==> src/rtl/namco_io_multi.sv <==
// namco_io_multi: multi-chip Namco custom I/O emulation with a shared CPU port.
// Each chip is 16 nibbles of flop RAM. The frame engine refreshes every chip
// according to its mode nibble (8). Coins-per-credit values live in nibbles 9/10.
// Optional feature: define IO_COIN_COUNTER_EN to add the COIN_PULSE output.
module namco_io_multi #(
    parameter int unsigned NCHIP      = 2,
    parameter int unsigned NCOIN      = 2,
    parameter int unsigned CREDIT_MAX = 99
) (
    input  logic                       CLK,
    input  logic                       RESET,
    input  logic                       UPDATE,
    input  logic                       ENABLE,
    input  logic                       WR,
    input  logic [3+$clog2(NCHIP):0]   ADRS,
    input  logic [7:0]                 IN,
    output logic [7:0]                 OUT,
    input  logic [NCOIN-1:0]           COIN,
    input  logic [1:0]                 START,
    input  logic [11:0]                STK,
    input  logic [16*NCHIP-1:0]        SW,
    input  logic [23:0]                DIPSW,
`ifdef IO_COIN_COUNTER_EN
    output logic [NCOIN-1:0]           COIN_PULSE,
`endif
    output logic                       BUSY
);
    localparam int unsigned CW    = $clog2(NCHIP);
    localparam int unsigned AW    = CW + 4;
    localparam int unsigned DEPTH = NCHIP * 16;

    typedef enum logic [3:0] {
        StIdle, StSnap, StLoad, StCalc,
        StWr0, StWr1, StWr2, StWr3, StWr4, StWr5, StNext
    } state_e;

    state_e state_q, state_d;
    logic   advance;

    logic [3:0]          mem_q [DEPTH];
    logic [3:0]          out_q;
    logic                update_q;
    logic [CW-1:0]       chip_q;
    logic [3:0]          mode_q;
    logic                calc_done_q;
    logic [6:0]          credit_q;
    logic [3:0]          coin_cnt_q [NCOIN];
    logic [1:0]          acc_q;

    // Frame snapshot and the previous frame's snapshot (for edge detection)
    logic [NCOIN-1:0]    coin_s, coin_p;
    logic [1:0]          start_s, start_p;
    logic [11:0]         stk_s;
    logic [1:0]          trig_p;
    logic [16*NCHIP-1:0] sw_s;
    logic [23:0]         dip_s;

    logic [NCOIN-1:0]    coin_edge;
    logic [1:0]          start_edge, trig_s, trig_edge;
    logic                chip_last, write_mode, do_calc;
    logic                wr_en, last_wr;
    logic [2:0]          wr_idx;
    logic [3:0]          eng_data, cpc;
    logic [6:0]          cred, tens_full, ones_full;
    logic [3:0]          cnt_d [NCOIN];
    logic [1:0]          acc;
    logic [AW-1:0]       sw_base;
    logic                unused;

    assign coin_edge  = coin_s & ~coin_p;
    assign start_edge = start_s & ~start_p;
    assign trig_s     = {stk_s[10], stk_s[4]};
    assign trig_edge  = trig_s & ~trig_p;
    assign chip_last  = (chip_q == CW'(NCHIP - 1));
    assign write_mode = (mode_q == 4'd1) || (mode_q == 4'd3) || (mode_q == 4'd4);
    assign do_calc    = (state_q == StCalc) && (mode_q == 4'd1) && !calc_done_q;
    assign BUSY       = (state_q != StIdle);
    assign OUT        = {4'hF, out_q};
    assign tens_full  = credit_q / 7'd10;
    assign ones_full  = credit_q % 7'd10;
    assign sw_base    = {chip_q, wr_idx[1:0], 2'b00};
    assign unused     = ^{IN[7:4], stk_s[5], stk_s[11], tens_full[6:4], ones_full[6:4]};

`ifdef IO_COIN_COUNTER_EN
    assign COIN_PULSE = (do_calc && !RESET) ? coin_edge : '0;
`endif

    // Decode the write-state index; the last write of a chip also advances it
    always_comb begin
        wr_en  = 1'b1;
        wr_idx = 3'd0;
        case (state_q)
            StWr0:   wr_idx = 3'd0;
            StWr1:   wr_idx = 3'd1;
            StWr2:   wr_idx = 3'd2;
            StWr3:   wr_idx = 3'd3;
            StWr4:   wr_idx = 3'd4;
            StWr5:   wr_idx = 3'd5;
            default: wr_en = 1'b0;
        endcase
        last_wr = wr_en && ((wr_idx == 3'd5) || (mode_q == 4'd3 && wr_idx == 3'd3));
    end

    // Engine next-state; write modes fold the chip advance into their final write
    always_comb begin
        state_d = state_q;
        advance = 1'b0;
        case (state_q)
            StIdle: if (UPDATE && !update_q) state_d = StSnap;
            StSnap: state_d = StLoad;
            StLoad: state_d = StCalc;
            StCalc: state_d = write_mode ? StWr0 : StNext;
            StWr0, StWr1, StWr2, StWr3, StWr4, StWr5: begin
                if (last_wr) advance = 1'b1;
                else         state_d = state_e'(state_q + 4'd1);
            end
            StNext: advance = 1'b1;
            default: state_d = StIdle;
        endcase
        if (advance) state_d = chip_last ? StIdle : StLoad;
    end

    // State register
    always_ff @(posedge CLK) begin
        if (RESET) state_q <= StIdle;
        else       state_q <= state_d;
    end

    // Coin/credit/start arithmetic evaluated for the CALC cycle
    always_comb begin
        cred = credit_q;
        acc  = 2'b00;
        cpc  = 4'd1;
        for (int i = 0; i < int'(NCOIN); i++) begin
            cpc      = mem_q[{chip_q, 4'(9 + i)}];
            if (cpc == 4'd0) cpc = 4'd1;
            cnt_d[i] = coin_cnt_q[i];
            if (coin_edge[i]) begin
                if ({1'b0, coin_cnt_q[i]} + 5'd1 >= {1'b0, cpc}) begin
                    cnt_d[i] = 4'd0;
                    if (cred < 7'(CREDIT_MAX)) cred = cred + 7'd1;
                end else begin
                    cnt_d[i] = coin_cnt_q[i] + 4'd1;
                end
            end
        end
        if (start_edge[0] && cred >= 7'd1) begin
            cred   = cred - 7'd1;
            acc[0] = 1'b1;
        end
        if (start_edge[1] && cred >= 7'd2) begin
            cred   = cred - 7'd2;
            acc[1] = 1'b1;
        end
    end

    // Engine write data selected by mode and nibble index
    always_comb begin
        eng_data = 4'd0;
        case (mode_q)
            4'd1: begin
                case (wr_idx)
                    3'd0:    eng_data = tens_full[3:0];
                    3'd1:    eng_data = ones_full[3:0];
                    3'd2:    eng_data = stk_s[3:0];
                    3'd3:    eng_data = stk_s[9:6];
                    3'd4:    eng_data = {acc_q, trig_edge};
                    3'd5:    eng_data = {2'b00, trig_s};
                    default: eng_data = 4'd0;
                endcase
            end
            4'd3:    eng_data = sw_s[sw_base +: 4];
            4'd4:    eng_data = dip_s[{wr_idx, 2'b00} +: 4];
            default: eng_data = 4'd0;
        endcase
    end

    // Engine datapath: snapshot, chip sequencing, credit state, previous inputs
    always_ff @(posedge CLK) begin
        if (RESET) begin
            update_q    <= 1'b0;
            chip_q      <= '0;
            mode_q      <= 4'd0;
            calc_done_q <= 1'b0;
            credit_q    <= 7'd0;
            acc_q       <= 2'b00;
            coin_s      <= '0;
            coin_p      <= '0;
            start_s     <= 2'b00;
            start_p     <= 2'b00;
            stk_s       <= 12'd0;
            trig_p      <= 2'b00;
            sw_s        <= '0;
            dip_s       <= 24'd0;
            for (int i = 0; i < int'(NCOIN); i++) coin_cnt_q[i] <= 4'd0;
        end else begin
            update_q <= UPDATE;
            case (state_q)
                StSnap: begin
                    coin_s      <= COIN;
                    start_s     <= START;
                    stk_s       <= STK;
                    sw_s        <= SW;
                    dip_s       <= DIPSW;
                    chip_q      <= '0;
                    calc_done_q <= 1'b0;
                    acc_q       <= 2'b00;
                end
                StLoad: mode_q <= mem_q[{chip_q, 4'd8}];
                StCalc: begin
                    if (do_calc) begin
                        credit_q    <= cred;
                        coin_cnt_q  <= cnt_d;
                        acc_q       <= acc;
                        calc_done_q <= 1'b1;
                    end
                end
                default: ;
            endcase
            if (advance) begin
                if (chip_last) begin
                    coin_p  <= coin_s;
                    start_p <= start_s;
                    trig_p  <= trig_s;
                end else begin
                    chip_q <= chip_q + CW'(1);
                end
            end
        end
    end

    // Nibble RAM; the CPU write is applied last so it wins a same-address clash
    always_ff @(posedge CLK) begin
        if (RESET) begin
            for (int i = 0; i < int'(DEPTH); i++) mem_q[i] <= 4'd0;
        end else begin
            if (wr_en) mem_q[{chip_q, 1'b0, wr_idx}] <= eng_data;
            if (ENABLE && WR) mem_q[ADRS] <= IN[3:0];
        end
    end

    // CPU read register: returns the pre-write nibble on a simultaneous write
    always_ff @(posedge CLK) begin
        if (RESET)       out_q <= 4'd0;
        else if (ENABLE) out_q <= mem_q[ADRS];
    end

endmodule

==> config.mk <==
export PLATFORM = sky130hd
export DESIGN_NAME = namco_io_multi
export DESIGN_NICKNAME = d
export VERILOG_FILES = /design/src/rtl/namco_io_multi.sv
export SDC_FILE = /design/constraint.sdc
export NUM_CORES = 1
export LEC_CHECK = 0
export CORE_MARGIN = 1.5
export CORE_UTILIZATION = 35
export CTS_CLUSTER_SIZE = 16
export DETAILED_ROUTE_END_ITERATION = 16
export HOLD_SLACK_MARGIN = 0.03
export PLACE_DENSITY = 0.59
export SETUP_SLACK_MARGIN = 0.2
export SLEW_MARGIN = 20
export SYNTH_ARGS = -nofsm -noshare
export SYNTH_HDL_FRONTEND = slang
export SYNTH_SLANG_ARGS = --single-unit
==> constraint.sdc <==
create_clock -name CLK -period 5.75 [get_ports CLK]
set_clock_uncertainty 0.15 [all_clocks]
set_input_delay 1.15 -clock CLK [delete_from_list [all_inputs] [get_ports CLK]]
set_output_delay 1.15 -clock CLK [all_outputs]
set_load 0.03 [all_outputs]
======== Word level (Yosys, flattened, before mapping) ========
Memories as Yosys holds them, arrays and structs flattened. A register that Yosys moved wholly into a read port is not among the register bits.
Cells that the tools add are included.
storage, ports and cells
  bits in registers ....................... 101
  bits in writable memories ............... 128
  bits of input ports ..................... 90
  output and inout port bits .............. 9
  word-level logic and storage cells ...... 142
  memories kept ........................... 1
operators by class
  add/subtract/negate cells ............... 10
  div/mod/pow operators ................... 2
  order comparisons ....................... 6
  equal/unequal tests ..................... 22
  shift-type cells ........................ 2
  muxes and demuxes ....................... 49
  bitwise gates (word level) .............. 6
  reduce and logical (&&, ||, !) cells .... 28
memory list
  name   depth  bits a word  read ports  clocked after memory_dff  write ports  line  source
  mem_q  32     4            4           4                         32           40    logic [3:0] mem_q [DEPTH];
operators by type and width
  kind                                                  count
  2-to-1 mux 7 bit                                      8
  one-hot mux 4 bit (6 select lines)                    2
  2-to-1 mux 4 bit                                      10
  variable part select 32 x 6 -> 4 bit                  1
  variable part select 24 x 6 -> 4 bit                  1
  == test 4 x 3 -> 1 bit (second input constant)        5
  2-to-1 mux 5 bit                                      4
  2-to-1 mux 1 bit                                      18
  one-hot mux 3 bit (5 select lines)                    1
  adder 7 x 1 -> 7 bit (second input constant)          2
  < comparator 7 bit (second input constant)            2
  adder 4 x 1 -> 4 bit (second input constant)          3
  == test 4 x 2 -> 1 bit (second input constant)        3
  == test 4 bit (second input constant)                 3
  zero test 4 bit                                       3
  one-hot mux 4 bit (3 select lines)                    1
  adder 4 x 1 -> 5 bit (second input constant)          2
  >= comparator 5 x 4 -> 1 bit                          2
  AND reduction 3 bit                                   3
  == test 4 x 1 -> 1 bit (second input constant)        2
  logical AND 1 bit                                     8
  OR reduction 4 bit                                    2
  divider 7 x 4 -> 7 bit (second input constant)        1
  >= comparator 7 x 1 -> 1 bit (second input constant)  1
  other kinds (22)                                      37

======== Depth between registers and ports, before layout ========
  word-level depth ........................ 17
  depth in mapped cells ................... 26
  mapped depth without buffers ............ 24

======== Least setup slack after synthesis ========
No wires, ideal clock.
  kind .................................... flip-flop to flip-flop
  start ................................... register chip_last (netlist name)
  end ..................................... register credit_q[3]
  setup time .............................. 0.060 ns
  arrival time ............................ 5.946 ns
  required time ........................... 5.540 ns
  setup slack ............................. -0.406 ns
  stages on the path, launching flop included .. 24
  period minus slack after synthesis ...... 6.156 ns
  path through ............................ dfxtp_1 > clkbuf_1 > clkbuf_1 > mux2i_1 > nand3_1 > nand2_1 > ha_1 > or3b_1 > o2111ai_2 > a21oi_2 > mux2_1 > or4_1 > and3_1 > buf_2 > a21o_1 > o41ai_4 > mux2_4 > ha_1 > inv_1 > o32a_1 > a211o_1 > a22o_1 > a2111oi_2 > a311o_1
RTL lines
  element               line  source
  end signal, assigned  212   credit_q <= cred;
  end, declared         46    logic [6:0] credit_q;

==> Flow_metrics.wiki <==
{| class="wikitable"
! Metric !! Value
|-
| Outcome || finished, final reports clean
|-
| Detailed placement HPWL || 24500 µm
|-
| Pre-CTS WS || around 0.058 ns
|-
| Drt total wl || 36100 µm
|-
| Number of routed nets with antenna violations || 0
|-
| Distinct cells, synth || 84
|-
| Sequential cell area in the final layout || between 6000 and 7000 µm²
|-
| VDD IR-drop max || approximately 0.00019 V
|-
| Synth cell count leaders || sky130_fd_sc_hd__nand2_1 (290), sky130_fd_sc_hd__edfxtp_1 (128), sky130_fd_sc_hd__a21oi_1 (124), sky130_fd_sc_hd__dfxtp_1 (108), sky130_fd_sc_hd__o21ai_0 (99)
|-
| CORE AREA || between 30000 and 40000 µm²
|-
| Endpoints failing setup || 0
|-
| Critical Path Most Common Cell || sky130_fd_sc_hd__a221o_1
|-
| Power per cell area || roughly 300 nW/µm²
|-
| Starting density of the core || 0.356
|-
| Number of antenna violations at the first check in global routing || 0
|-
| Clk root buf || sky130_fd_sc_hd__clkbuf_16
|-
| Worst-Skew Late Latency || around 0.53 ns
|-
| Crit path kind || reg -> reg
|-
| Number of design-rule violations left by the first detailed-router iteration || 837
|-
| Maximum level of the CTS H-tree || 1
|-
| Most used flip-flop cell after synthesis || sky130_fd_sc_hd__edfxtp_1
|-
| DIE HEIGHT || slightly below 200 µm
|-
| Clock Pin Slew Worst Setup and Hold Paths || about 0.060 ns
|-
| Leakage power total || 5.51 nW
|-
| Die footprint || 38400 µm²
|-
| Number of antenna cells inserted || 0
|-
| Final period demand of the worst path || about 5.4 ns
|-
| Fmax || roughly 190 MHz
|-
| Number of cell rows || 70
|-
| Pin slew with the least headroom to its limit || 0.999 ns
|-
| Post-Synthesis Cells || 1415
|-
| Clock net sink count || 236
|-
| Via Count || around 11000
|-
| Maximum number of pins on one net before global-route repair || 70
|-
| Number of design rule violations left after detail routing || 0
|-
| FFs w/ async S/R, synth || 0
|-
| Chip Width || 196 µm
|-
| Via/cell ratio || 5.53
|-
| Sequential area share after synthesis || 0.461
|-
| Global routing usage summed across all routing layers || 0.185
|-
| Mean cell area of the mapped netlist || 9.21 µm²
|-
| Leftover overflow at the end of global routing || 0
|-
| Start point of the critical path || chip_last
|-
| Largest incremental delay on the critical path || around 0.50 ns
|-
| Max Cap Viol || 0
|-
| Slowest stage cell, crit path || sky130_fd_sc_hd__or4_4
|-
| Hold endpoint || dip_s[17]
|-
| Routed wire per std cell || between 15 and 20 µm
|-
| Reg-to-reg slack, setup || about 0.35 ns
|-
| Class of the tightest hold or removal check || reg -> reg
|-
| Router iterations before antenna repair || 5
|-
| TritonCTS clock tree || yes
|-
| Startpoint kind of the worst setup timing path || register
|-
| Final std cells w/o fill || between 1500 and 2000
|-
| CTS max path bufs || 3
|-
| Required time of the critical path || 6.04 ns
|-
| Top cell type by total area after synthesis || sky130_fd_sc_hd__edfxtp_1
|-
| NumNets Final || roughly 1600
|-
| RD Place Congestion || between 0.8 and 0.9
|-
| Area used by multi-input combinational logic || about 6700 µm²
|-
| Filler cells || 3563
|-
| Cell with the most instances after synthesis || sky130_fd_sc_hd__nand2_1
|-
| Area Growth Syn to Fin || 18.1%
|-
| Number of instances in the placed design || between 1500 and 2000
|-
| Max-slew headroom at the worst pin || 0.334
|-
| Global-route wire length before repair || 57100 µm
|-
| Number of cell instances on the worst register-to-register path || 20
|-
| Total count of max-transition violations in the final report || 0
|-
| Vias in the first global route || a little over 10000
|-
| Launch point of the worst hold path || dip_s[17]
|-
| Post-synthesis cell area || 13000 µm²
|-
| Data arrival time at the worst-slack endpoint || roughly 5.7 ns
|-
| Share of the clock period used by the worst path || 0.940
|-
| Summed negative setup slack over all endpoints || 0 ns
|-
| Unrepaired setup endpoints after global routing || true
|-
| Area share of the largest cell type after synthesis || 0.295
|-
| Cell depth of the worst hold path || 2
|-
| Core occupancy in the finished layout || 0.421
|-
| Largest fanout on the critical path || 6
|-
| Fraction of layout instances using a drive strength above 1 || 0.112
|-
| Number of enable flip-flop cells after synthesis || approximately 130
|-
| Count of port buffers added during placement || 88
|-
| CP endpoint kind || register
|-
| Hold Violations, Final || 0
|-
| Critical Path, Cell by Cell || mux2i_4 -> nand3_1 -> nand2_1 -> ha_1 -> or3b_4 -> o2111ai_4 -> a211oi_2 -> a221o_1 -> o21a_1 -> or4_4 -> a21o_4 -> o41ai_4 -> mux2_4 -> ha_4 -> inv_2 -> o32a_1 -> a211o_1 -> a22o_4 -> a221o_1 -> a31oi_1
|-
| Origin of the critical flop-to-flop path || chip_last
|-
| Number of synthesis warnings || 0
|-
| Number of synthesized register bits || 236
|-
| Capture point of the worst reg-to-reg path || credit_q[5]
|-
| Final critical-path setup slack || 0.346 ns
|-
| Boundary Pins || 99
|-
| Number of clock buffers inserted by TritonCTS || 25
|-
| Cell types occupying the most area after synthesis || sky130_fd_sc_hd__edfxtp_1 (29%), sky130_fd_sc_hd__dfxtp_1 (17%), sky130_fd_sc_hd__nand2_1 (8.3%), sky130_fd_sc_hd__mux4_2 (5.7%), sky130_fd_sc_hd__a21oi_1 (4.8%)
|}
flip-flops by register name (all words and copies together), names as in the netlist:
name	flops
acc_q	2
calc_done_q	1
chip_last	1
coin_cnt_q	8
coin_p	2
coin_s	2
credit_q	7
dip_s	24
mem_q	128
mode_q	4
out_q	4
start_p	2
start_s	2
state_q	4
stk_s	10
sw_s	32
trig_p	2
update_q	1
timing repair:
action | 4_1_cts | 5_1_grt
gates resized for setup | 5 | 25
endpoints found under the setup margin | 4 | 7
hold endpoints to repair | 0 | 0
buffers inserted | 1 | 7
hold buffers | 0 | 0
pin swaps | 0 | 18
cell usage in the layout (no fill, tap or decap), types with 15 or more instances in the layout:
master,count
sky130_fd_sc_hd__nand2_1,289
sky130_fd_sc_hd__edfxtp_1,128
sky130_fd_sc_hd__a21oi_1,123
sky130_fd_sc_hd__dfxtp_1,107
sky130_fd_sc_hd__o21ai_0,98
sky130_fd_sc_hd__nor2_1,94
sky130_fd_sc_hd__clkdlybuf4s50_1,86
sky130_fd_sc_hd__and3_1,64
sky130_fd_sc_hd__buf_4,41
sky130_fd_sc_hd__mux4_2,33
sky130_fd_sc_hd__and2_1,31
sky130_fd_sc_hd__clkbuf_16,26
sky130_fd_sc_hd__mux2i_1,25
sky130_fd_sc_hd__nand3_1,20
sky130_fd_sc_hd__ha_1,20
sky130_fd_sc_hd__nor2b_1,18
sky130_fd_sc_hd__nor3_1,18
sky130_fd_sc_hd__or3_1,18
sky130_fd_sc_hd__nand2b_1,16
sky130_fd_sc_hd__inv_1,15
worst max path at each step:
stage                              to  cells after the start
after floorplan           credit_q[3]                     23
after CTS                 credit_q[3]                     20
after global routing      credit_q[4]                     24
after global placement    credit_q[3]                     20
final                     credit_q[5]                     20
after detailed placement  credit_q[3]                     20
metrics by stage:
stage | total power [mW] | instance area, µm² | hold slack [ns]
floorplan | 2.71 | 13100 | 0.286
global placement | 3.00 | 14300 | 0.293
detailed placement | 3.01 | 14300 | 0.297
CTS | 4.68 | 15200 | 0.306
global route | 4.88 | 15400 | 0.321
finish | 4.66 | 15400 | 0.304
power by group:
part / total, mW / internal (mW) / switching, mW / leakage, nW
Combinational: 0.932 / 0.339 / 0.593 / 2.98
Sequential: 2.06 / 1.95 / 0.105 / 2.11
Clock: 1.67 / 0.995 / 0.678 / 0.423
Total: 4.66 / 3.29 / 1.38 / 5.51
final cells by class:
class,instances,area share
Clock buffer,37,0.0488
Clock inverter,8,0.00642
Inverter,16,0.00390
Multi-Input combinational cell,1057,0.434
Sequential cell,236,0.390
Tap cell,468,0.0380
Timing Repair Buffer,130,0.0782
worst max-delay path, delay by kind of cell (launching register included):
| kind | cells | cell delay, ns |
|---|---|---|
| AOI/OAI and AO/OA | 11 | 2.77 |
| adders and majority gates | 2 | 0.38 |
| buffers and inverters | 1 | 0.03 |
| DFF | 1 | 0.43 |
| muxes | 2 | 0.51 |
| and+or+nand+nor | 4 | 1.08 |
cells by family after synthesis:
family	synth area share
muxes	0.0878
buffers and inverters	0.0408
DFF	0.461
and+or+nand+nor	0.218
adders and majority gates	0.0202
xor gates and xnor gates	0.00806
other	0.000288
AOI/OAI and AO/OA	0.164
layer usage:
metal,track usage,vias up,part of all wire
met4,0.0462,0,0.018
li1,-,5213,-
met1,0.257,5176,0.45
met5,0,-,0
met3,0.0223,46,0.055
met2,0.306,353,0.47
No activity file was read; power rests on OpenSTA's default activity.
